### src/rtl/sprite_animator.sv
// Sprite engine: bouncing horizontal walk, frame animation, start/halt FSM, pixel hit + sheet address.
// Latency: motion 1 Clk after registered frame_clk rise; pixel path combinational. No backpressure.
// Optional SPRITE_MIRROR_EN: mirror sheet columns while moving left.
module sprite_animator #(
    parameter int SPR_W      = 64,
    parameter int SPR_H      = 64,
    parameter int SHEET_W    = 256,
    parameter int NUM_FRAMES = 4,
    parameter int FRAME_HOLD = 10,
    parameter int X_MIN      = 1,
    parameter int X_MAX      = 575,
    parameter int X_START    = 320,
    parameter int Y_START    = 240,
    parameter int STEP       = 1,
    parameter int ADDR_W     = 14
) (
    input  logic              Clk,
    input  logic              Reset,
    input  logic              frame_clk,
    input  logic              start,
    input  logic              halt,
    input  logic [9:0]        DrawX,
    input  logic [9:0]        DrawY,
    output logic              is_sprite,
    output logic [ADDR_W-1:0] sprite_addr,
    output logic [9:0]        pos_x,
    output logic [9:0]        pos_y,
    output logic              dir,
    output logic [1:0]        state
);

    localparam int FRAME_W = (NUM_FRAMES > 1) ? $clog2(NUM_FRAMES) : 1;
    localparam int HOLD_W  = (FRAME_HOLD > 1) ? $clog2(FRAME_HOLD) : 1;

    typedef enum logic [1:0] {
        ST_IDLE  = 2'b00,
        ST_WALK  = 2'b01,
        ST_PAUSE = 2'b10
    } state_t;

    state_t              state_q, state_d;
    logic                fclk_q, fclk_prev_q;
    logic                tick;
    logic [9:0]          pos_x_q, pos_x_d;
    logic                dir_q, dir_d;
    logic [FRAME_W-1:0]  frame_q, frame_d;
    logic [HOLD_W-1:0]   hold_q, hold_d;

    // frame_clk is sampled once; the edge detect runs on the registered copy
    assign tick = fclk_q & ~fclk_prev_q;

    always_ff @(posedge Clk) begin
        if (Reset) begin
            state_q <= ST_IDLE;
        end else begin
            state_q <= state_d;
        end
    end

    always_comb begin
        state_d = state_q;
        case (state_q)
            ST_IDLE:  if (!halt && start) state_d = ST_WALK;
            ST_WALK:  if (halt)           state_d = ST_PAUSE;
            ST_PAUSE: if (!halt && start) state_d = ST_WALK;
            default:                      state_d = ST_IDLE;
        endcase
    end

    always_comb begin
        state = state_q;
    end

    always_ff @(posedge Clk) begin
        if (Reset) begin
            fclk_q      <= 1'b0;
            fclk_prev_q <= 1'b0;
            pos_x_q     <= 10'(X_START);
            dir_q       <= 1'b0;
            frame_q     <= '0;
            hold_q      <= '0;
        end else begin
            fclk_q      <= frame_clk;
            fclk_prev_q <= fclk_q;
            pos_x_q     <= pos_x_d;
            dir_q       <= dir_d;
            frame_q     <= frame_d;
            hold_q      <= hold_d;
        end
    end

    always_comb begin
        pos_x_d = pos_x_q;
        dir_d   = dir_q;
        frame_d = frame_q;
        hold_d  = hold_q;
        if (state_q == ST_IDLE) begin
            frame_d = '0;
            hold_d  = '0;
        end else if (state_q == ST_WALK && tick) begin
            // reversal and first step in the new direction share one tick
            if (!dir_q && pos_x_q >= 10'(X_MAX)) begin
                dir_d   = 1'b1;
                pos_x_d = pos_x_q - 10'(STEP);
            end else if (dir_q && pos_x_q <= 10'(X_MIN)) begin
                dir_d   = 1'b0;
                pos_x_d = pos_x_q + 10'(STEP);
            end else if (!dir_q) begin
                pos_x_d = pos_x_q + 10'(STEP);
            end else begin
                pos_x_d = pos_x_q - 10'(STEP);
            end

            if (hold_q == HOLD_W'(FRAME_HOLD - 1)) begin
                hold_d  = '0;
                frame_d = (frame_q == FRAME_W'(NUM_FRAMES - 1)) ? '0 : frame_q + 1'b1;
            end else begin
                hold_d  = hold_q + 1'b1;
            end
        end
    end

    assign pos_x = pos_x_q;
    assign pos_y = 10'(Y_START);
    assign dir   = dir_q;

    logic [10:0]       dx, dy, col;
    logic              in_x, in_y;
    logic [ADDR_W-1:0] addr_full;

    // 11-bit compares keep pixels left of / above the box from wrapping into hits
    assign dx   = {1'b0, DrawX} - {1'b0, pos_x_q};
    assign dy   = {1'b0, DrawY} - {1'b0, pos_y};
    assign in_x = ({1'b0, DrawX} >= {1'b0, pos_x_q}) &&
                  ({1'b0, DrawX} <  ({1'b0, pos_x_q} + 11'(SPR_W)));
    assign in_y = ({1'b0, DrawY} >= {1'b0, pos_y}) &&
                  ({1'b0, DrawY} <  ({1'b0, pos_y} + 11'(SPR_H)));
    assign is_sprite = in_x && in_y;

`ifdef SPRITE_MIRROR_EN
    assign col = dir_q ? (11'(SPR_W - 1) - dx) : dx;
`else
    assign col = dx;
`endif

    assign addr_full = ADDR_W'(dy) * ADDR_W'(SHEET_W)
                     + ADDR_W'(frame_q) * ADDR_W'(SPR_W)
                     + ADDR_W'(col);
    assign sprite_addr = is_sprite ? addr_full : '0;

endmodule

### config.mk
export PLATFORM = sky130hd
export DESIGN_NAME = sprite_animator
export DESIGN_NICKNAME = d
export VERILOG_FILES = /design/src/rtl/sprite_animator.sv
export SDC_FILE = /design/constraint.sdc
export NUM_CORES = 1
export LEC_CHECK = 0
export ABC_CLOCK_PERIOD_IN_PS = 7970
export BUFFER_PORTS_ARGS = -buffer_cell sky130_fd_sc_hd__buf_2
export CELL_PAD_IN_SITES_DETAIL_PLACEMENT = 0
export CELL_PAD_IN_SITES_GLOBAL_PLACEMENT = 1
export CORE_MARGIN = 2
export CORE_UTILIZATION = 39
export DETAILED_ROUTE_END_ITERATION = 10
export PLACE_DENSITY_LB_ADDON = 0.2
export SLEW_MARGIN = 10
export SYNTH_ARGS = -nofsm -noshare
export SYNTH_HDL_FRONTEND = slang
export SYNTH_SLANG_ARGS = --single-unit
### constraint.sdc
create_clock -name Clk -period 7.97 [get_ports Clk]
set_input_delay 2.391 -clock Clk [delete_from_list [all_inputs] [get_ports Clk]]
set_output_delay 2.391 -clock Clk [all_outputs]
set_load 0.05 [all_outputs]
==> reports/qor.yml, run 1 <==
status:
  status: "finished, final reports clean"
power_and_ir_drop:
  comb_power_share_pct: 32.4
  power_report.internal_total_uw: 175
  power_uw: 270
  power_share_of_the_sequential_group_pct: 39.7
  cellLeakagePower_nw: 1.28
  sw_frac_of_total_pct: 35.3
  switching_power_uw: 95.6
  vdd_ir_drop_max_v: 0.0000451
  clock_power_share_pct: 27.9
  power.density_cell_area_nw_per_um2: 94.7
synthesis:
  ys_async_sr_fraction_pct: 0
  synth_edf_count: 0
  synth.yosys.warnings: 0
  count_of_distinct_cell_types_in_the_synthesized_netlist: 60
  yosys.area.top_type: "dfxtp_1"
  synth.top_cell.area_share_pct: 17.5
  ys_ff_latch: 21
  synth_top_cells_by_area: "dfxtp_1 (18%), ha_1 (14%), nor2_1 (5.2%)"
  synth_sequential_area_ratio_pct: 17.5
  netlist_area_sq_um: 2400
  mapped_cells: 311
  syn_area_per_cell_sq_um: 7.71
  postSynth.topFlopCell: "dfxtp_1"
final_layout:
  number_of_antenna_diodes: 0
  drive_above_1_share_pct: 24.4
  finalNetCount: 419
  area_growth_pct: 19.1
  final_design_area_no_fill_sq_um: 2860
  finish.utilization_pct: 48.2
  fillCellCount: 604
global_routing:
  groute.usage.overall_pct: 17.9
  antenna_found_initial: 0
  pin_count_of_the_biggest_net_entering_global_routing: 22
  overflow: 0
  grt_first_pass_wirelength_mm: 9.55
  first_global_vias: 2044
die:
  fp.dieW_um: 82.4
  core_area_sq_um: 5920
  chipHeight_um: 82.4
  num_io_pins: 63
  fp-row-count: 28
  design.die.area_sq_um: 6790
  start_util_pct: 40.5
flow_run:
  drv.max_cap_violation_count: 0
placed_design:
  dpl.hpwl_mm: 4.57
  portBuffers: 52
  gp_congestion: 0.879
  place_area_sq_um: 2760
drt:
  num_vias: 2347
  detailedRoute.firstPassIterationCount: 4
  drt_first_iter_violations: 94
  detail_route.wirelength_mm: 5.87
  post_drt_via_cell_ratio: 5.33
  remaining_drc_errors: 0
  ant_nets: 0
  avgRoutedWirePerCell_um: 13.3
sta:
  setup_total_negative_slack_ns: 0
  final_period_minus_worst_setup_slack_ns: 7.93
  final_setup_violating_endpoints: 0
  max_clock_freq_ghz: 0.126
  unrepaired_setup_endpoints_after_global_routing: "true"
  timing.clock.skew_ns: 0.00664
  hold_viol_final: 0
  layout_worst_path_cycle_share_pct: 99.5
  hold_ws_ns: 0.493
  finalMaxSlewViolations: 0
critical_path:
  delay_contributed_by_the_slowest_stage_of_the_critical_path_ns: 0.65
  slowest_stage: "or4b_2"
  cp-start-kind: "input port"
  timing.critical_path.to_type: "output pin"
  cp_cell_sequence: "buf_2 > ha_1 > nor2b_2 > o2111ai_2 > a21oi_2 > o211a_1 > or3_1 > ha_1 > a21o_1 > a21oi_2 > nand2b_1 > or4b_2 > a31oi_2 > buf_6"
  worst-path-max-fanout: 3
  regToRegEndpoint: "pos_x[4]$_SDFFE_PP0P_"
  timing.rr.start: "pos_x[0]$_SDFFE_PP0P_"
  timing.reg2reg.setup_slack_ns: 5.70
  worst-path-buf-inv: 2
  ff2ff_path_depth: 7
  critical_path_required_ns: 5.58
  critPathArrivalTime_ns: 5.54
  path_delay_family: "simple AND/OR/NAND/NOR gates"
  crit_type: "input port to output pin"
min_path:
  hold-path-endpoint: "fclk_prev_q$_SDFF_PP0_"
  holdCritStartpoint: "fclk_q$_SDFF_PP0_"
  min_path_type: "flop to flop"
  hold-path-cell-count: 1
cts:
  clock_tree.buffer_depth: 2
  clock-root-buffer: "clkbuf_8"
  deepest_level_of_the_cts_h_tree: 1
  tritoncts: "done"
  clock_sinks: 21
  clk_latency_ns: 0.27
  ctsHoldBuffers: 0
  clk_transition_reported_paths_ns: 0.08
  cts-buffers-inserted: 3
placed cells by master, fill, tap and decap left out, types with 2 or more instances in the layout:
master	count
mux2i_1	8
nor2b_1	5
nor3_1	9
xor2_1	3
buf_2	49
inv_1	27
nor3b_2	2
nor4b_1	2
nand2b_1	4
xnor2_1	9
nand3_1	9
o21ai_0	10
nand4b_1	6
a21oi_2	5
o21bai_1	2
dfxtp_1	21
nor2b_2	2
nor4_1	10
buf_6	2
ha_1	25
o211ai_1	2
a211oi_1	4
mux2_1	3
buf_4	12
and2_1	2
nor3b_1	2
nor2_1	33
nand2_1	17
o21a_1	2
clkbuf_8	3
a21oi_1	16
fa_1	2
or3_1	2
a21o_1	5
conb_1	10
nand4_1	7
metrics by stage:
stage	setup WS, ns	std cells
final	0.0412	440
after global routing	-0.0957	440
after CTS	0.0164	440
after detailed placement	-0.0610	436
after global placement	-0.0261	436
after floorplan	0.0507	319
flip-flops by register name, indices dropped and copies added (netlist names):
name and cells:
dir 1, fclk_prev_q 1, fclk_q 1, frame_q 2
hold_q 4, pos_x 10, state 2
cell families after synthesis:
logic type / after synthesis / share of synthesized area, %
xor+xnor: 12 / 4.38
simple gates: 124 / 29.6
buf+inv: 48 / 9.75
other cells: 2 / 0.313
compound gates: 64 / 17.9
mux: 12 / 5.22
fa+ha+maj: 28 / 15.2
flops: 21 / 17.5
power groups by stage:
stage / logic, mW / clock network, mW / registers, mW
2_1_floorplan: 0.0637 / 0 / 0.112
3_3_place_gp: 0.0844 / 0 / 0.110
3_5_place_dp: 0.0841 / 0 / 0.110
4_1_cts: 0.0852 / 0.0780 / 0.107
5_1_grt: 0.0971 / 0.0817 / 0.108
6_report: 0.0876 / 0.0753 / 0.107
how the worst max path moves through the flow:
stage	startpoint	to	cells after the start
2_1_floorplan	DrawX[0]	sprite_addr[8]	14
4_1_cts	DrawX[0]	sprite_addr[12]	19
3_3_place_gp	DrawX[1]	sprite_addr[13]	14
3_5_place_dp	DrawX[1]	sprite_addr[13]	14
6_report	DrawX[1]	sprite_addr[13]	14
5_1_grt	DrawX[1]	sprite_addr[13]	14
worst reg2reg max path, cell delays in order, from the launching register on:
cell	delay (ns)
dfxtp_1	0.55
inv_1	0.12
ha_1	0.27
nor2_1	0.28
nand4b_1	0.26
o21ai_4	0.15
mux2i_1	0.22
mux2_1	0.33
routing by layer:
layer	wire length (um)	global-route usage, %	part of all wire [%]	vias up
li1	-	-	-	1218
met1	2920	25.2	50	1053
met2	2610	29.0	45	68
met3	271	3.26	4.6	8
met4	61	2.83	1.0	0
met5	0	0	0	-
layout make-up:
cell class | instances | area [sq um] | area share, %
clock buffers | 3 | 41.3 | 1.45
clock inverters | 1 | 7.51 | 0.263
flip-flops and latches | 21 | 420 | 14.7
well taps | 75 | 93.8 | 3.29
inverters | 27 | 101 | 3.55
multi-input cells | 250 | 1830 | 64.2
repair buffers | 63 | 358 | 12.5
cell usage after synthesis, drive strengths merged (8+ instances only):
cell type	count
nor3	9
o21ai	12
nand2	17
nor2	33
inv	27
mux2i	8
nand3	9
dfxtp	21
nor4	12
buf	18
xnor2	9
a21oi	21
ha	26
what timing repair did:
item,CTS,global route
setup buffers,0,0
gates resized for setup,3,14
setup endpoints to repair,2,4
pin swaps,1,2
No activity file was read; power rests on OpenSTA's default activity.
==> run 2: changes to the inputs <==
Settings changed: REMOVE_ABC_BUFFERS set to 1.
==> run 2 against run 1 <==
  * Design area increased by 0.96%
  * Final cell count rose by 0.68%
  * Register-to-register slack barely moved
  * Hold slack worse by 0.0076 ns
  * Die area did not move
  * Routed wire length is 2.8% lower
  * Fmax grew 2.3%
  * Setup slack gained 0.18 ns
  * Sequential share of layout area is 0.14 points lower
  * Global-route usage down 0.52 points
  * Sequential power is essentially flat
  * Clock skew shrank 0.0045 ns
==> reports/qor.yml, run 2 (synthesized netlist as in run 1, its figures left out) <==
sta:
  layout_setup_ws_ns: 0.217  # +0.176 ns
  layout_worst_path_cycle_share_pct: 97.3  # -2.2 points
  slew_headroom_pct: 54.7
  finalMaxSlewViolations: 0  # unchanged
  timing.clock.skew_ns: 0.00211  # -0.00453 ns
  final_period_minus_worst_setup_slack_ns: 7.75  # -0.176 ns
  worst-slew-pin-transition_ns: 0.679
  final_setup_violating_endpoints: 0  # unchanged
  max_clock_freq_ghz: 0.129  # +2.3%
  hold_viol_final: 0  # unchanged
global_routing:
  first_global_vias: 2073  # +1.4%
  pin_count_of_the_biggest_net_entering_global_routing: 22  # unchanged
  overflow: 0  # unchanged
  antenna_found_initial: 0  # unchanged
  grt_first_pass_wirelength_mm: 9.40  # -1.6%
  groute.usage.overall_pct: 17.4  # -0.52 points
drt:
  detailedRoute.firstPassIterationCount: 5  # +1
  drt_first_iter_violations: 68  # -28%
  ant_nets: 0  # unchanged
  avgRoutedWirePerCell_um: 12.9  # -3.5%
  post_drt_via_cell_ratio: 5.34  # about the same
  num_vias: 2365  # +0.77%
  detail_route.wirelength_mm: 5.70  # -2.8%
  remaining_drc_errors: 0  # unchanged
cts:
  post_cts_setup_inserts: 0  # unchanged
  clk_latency_ns: 0.26  # about the same
  tritoncts: "done"
  clock-root-buffer: "clkbuf_8"
  deepest_level_of_the_cts_h_tree: 1  # unchanged
  clk_transition_reported_paths_ns: 0.08  # about the same
  clock_sinks: 21  # unchanged
  clock_tree.buffer_depth: 2  # unchanged
  cts-buffers-inserted: 3  # unchanged
final_layout:
  largest_register_ffs: 10  # unchanged
  finish.utilization_pct: 48.7  # +0.46 points
  number_of_antenna_diodes: 0  # unchanged
  instances_no_fill: 443  # +0.68%
  finalNetCount: 422  # +0.72%
  drive_above_1_share_pct: 25.5  # +1.2 points
  area_growth_pct: 20.2
  layout.cells.most_common_list: "buf_2 (49), nor2_1 (33), inv_1 (27)"
  layout_commonest_cell: "buf_2"
placed_design:
  gp_congestion: 0.866  # -1.5%
  dpl.hpwl_mm: 4.69  # +2.6%
  place_worst_setup_slack_ns: -0.0197  # +0.0413 ns
  portBuffers: 52  # unchanged
  dp.cells: 439  # +0.69%
die:
  fp.dieW_um: 82.4  # unchanged
  fp-row-count: 28  # unchanged
  design.die.area_sq_um: 6790  # unchanged
  core_area_sq_um: 5920  # unchanged
  num_io_pins: 63  # unchanged
  start_util_pct: 40.5  # unchanged
  chipHeight_um: 82.4  # unchanged
status:
  status: "finished, final reports clean"
critical_path:
  crit_type: "input port to output pin"
  timing.critical_path.to_type: "output pin"
  critical_path_required_ns: 5.58  # about the same
  timing.reg2reg.setup_slack_ns: 5.69  # about the same
  critPathArrivalTime_ns: 5.36  # -0.18 ns
  cp-start-kind: "input port"
  worst-path-max-fanout: 3  # unchanged
flow_run:
  drv.max_cap_violation_count: 0  # unchanged
min_path:
  min_path_type: "flop to flop"
power_and_ir_drop:
  power.density_cell_area_nw_per_um2: 92.3  # -2.5%
  vdd_ir_drop_max_v: 0.0000976  # +120%
  cellLeakagePower_nw: 1.30  # +2.2%
## run 2: worst max-delay path, cell delays in order
cell,delay (ns)
buf_2,0.11
ha_1,0.29
nor2b_2,0.17
o2111ai_2,0.22
a21oi_2,0.11
o211a_1,0.24
or3_1,0.31
ha_1,0.30
a21o_1,0.17
a21oi_2,0.14
nand2b_4,0.14
buf_4,0.11
mux2_2,0.31
a21oi_1,0.13
buf_4,0.22
## run 2: layout make-up
| class | instances | area, sq um |
|---|---|---|
| Multi-Input combinational cell | 250 | 1850 |
| Clock buffer | 3 | 41.3 |
| Inverter | 27 | 101 |
| Timing Repair Buffer | 66 | 377 |
| Fill cell | 609 | 3040 |
| Clock inverter | 1 | 5.00 |
| Tap cell | 75 | 93.8 |
| Sequential cell | 21 | 420 |
## run 2: per-stage QoR
step	power, mW	area, sq um	setup TNS (ns)	hold slack (ns)
floorplan	0.169	2300	-0.912	0.452
global placement	0.194	2760	0	0.464
detailed placement	0.194	2760	-0.0257	0.477
CTS	0.265	2810	0	0.488
global route	0.282	2880	-0.00111	0.509
finish	0.266	2880	0	0.486
## run 2: repair_timing
item / 4_1_cts / 5_1_grt
setup endpoints to repair: 2 / 4
hold buffers: 0 / 0
gates resized for setup: 2 / 20
pin swaps: 0 / 9
## run 2: worst paths after layout
kind / from / end / cells past startpoint
max: DrawX[1] / sprite_addr[11] / 15
min: fclk_q$_SDFF_PP0_ / fclk_prev_q$_SDFF_PP0_ / 1
max reg2reg: pos_x[6]$_SDFFE_PP1P_ / pos_x[5]$_SDFFE_PP0P_ / 7
min reg2reg: fclk_q$_SDFF_PP0_ / fclk_prev_q$_SDFF_PP0_ / 1
## run 2: power by group
part	total (mW)	switching [mW]	internal [mW]
Combinational	0.0894	0.0540	0.0354
Clock	0.0693	0.0346	0.0348
Sequential	0.107	0.00144	0.106
Total	0.266	0.0900	0.176
## run 2: layer usage
layer / GRT usage (%) / wire, um
met5: 0 / 0
met2: 30.2 / 2740
met4: 3.50 / 26
met1: 23.6 / 2710
met3: 1.41 / 223
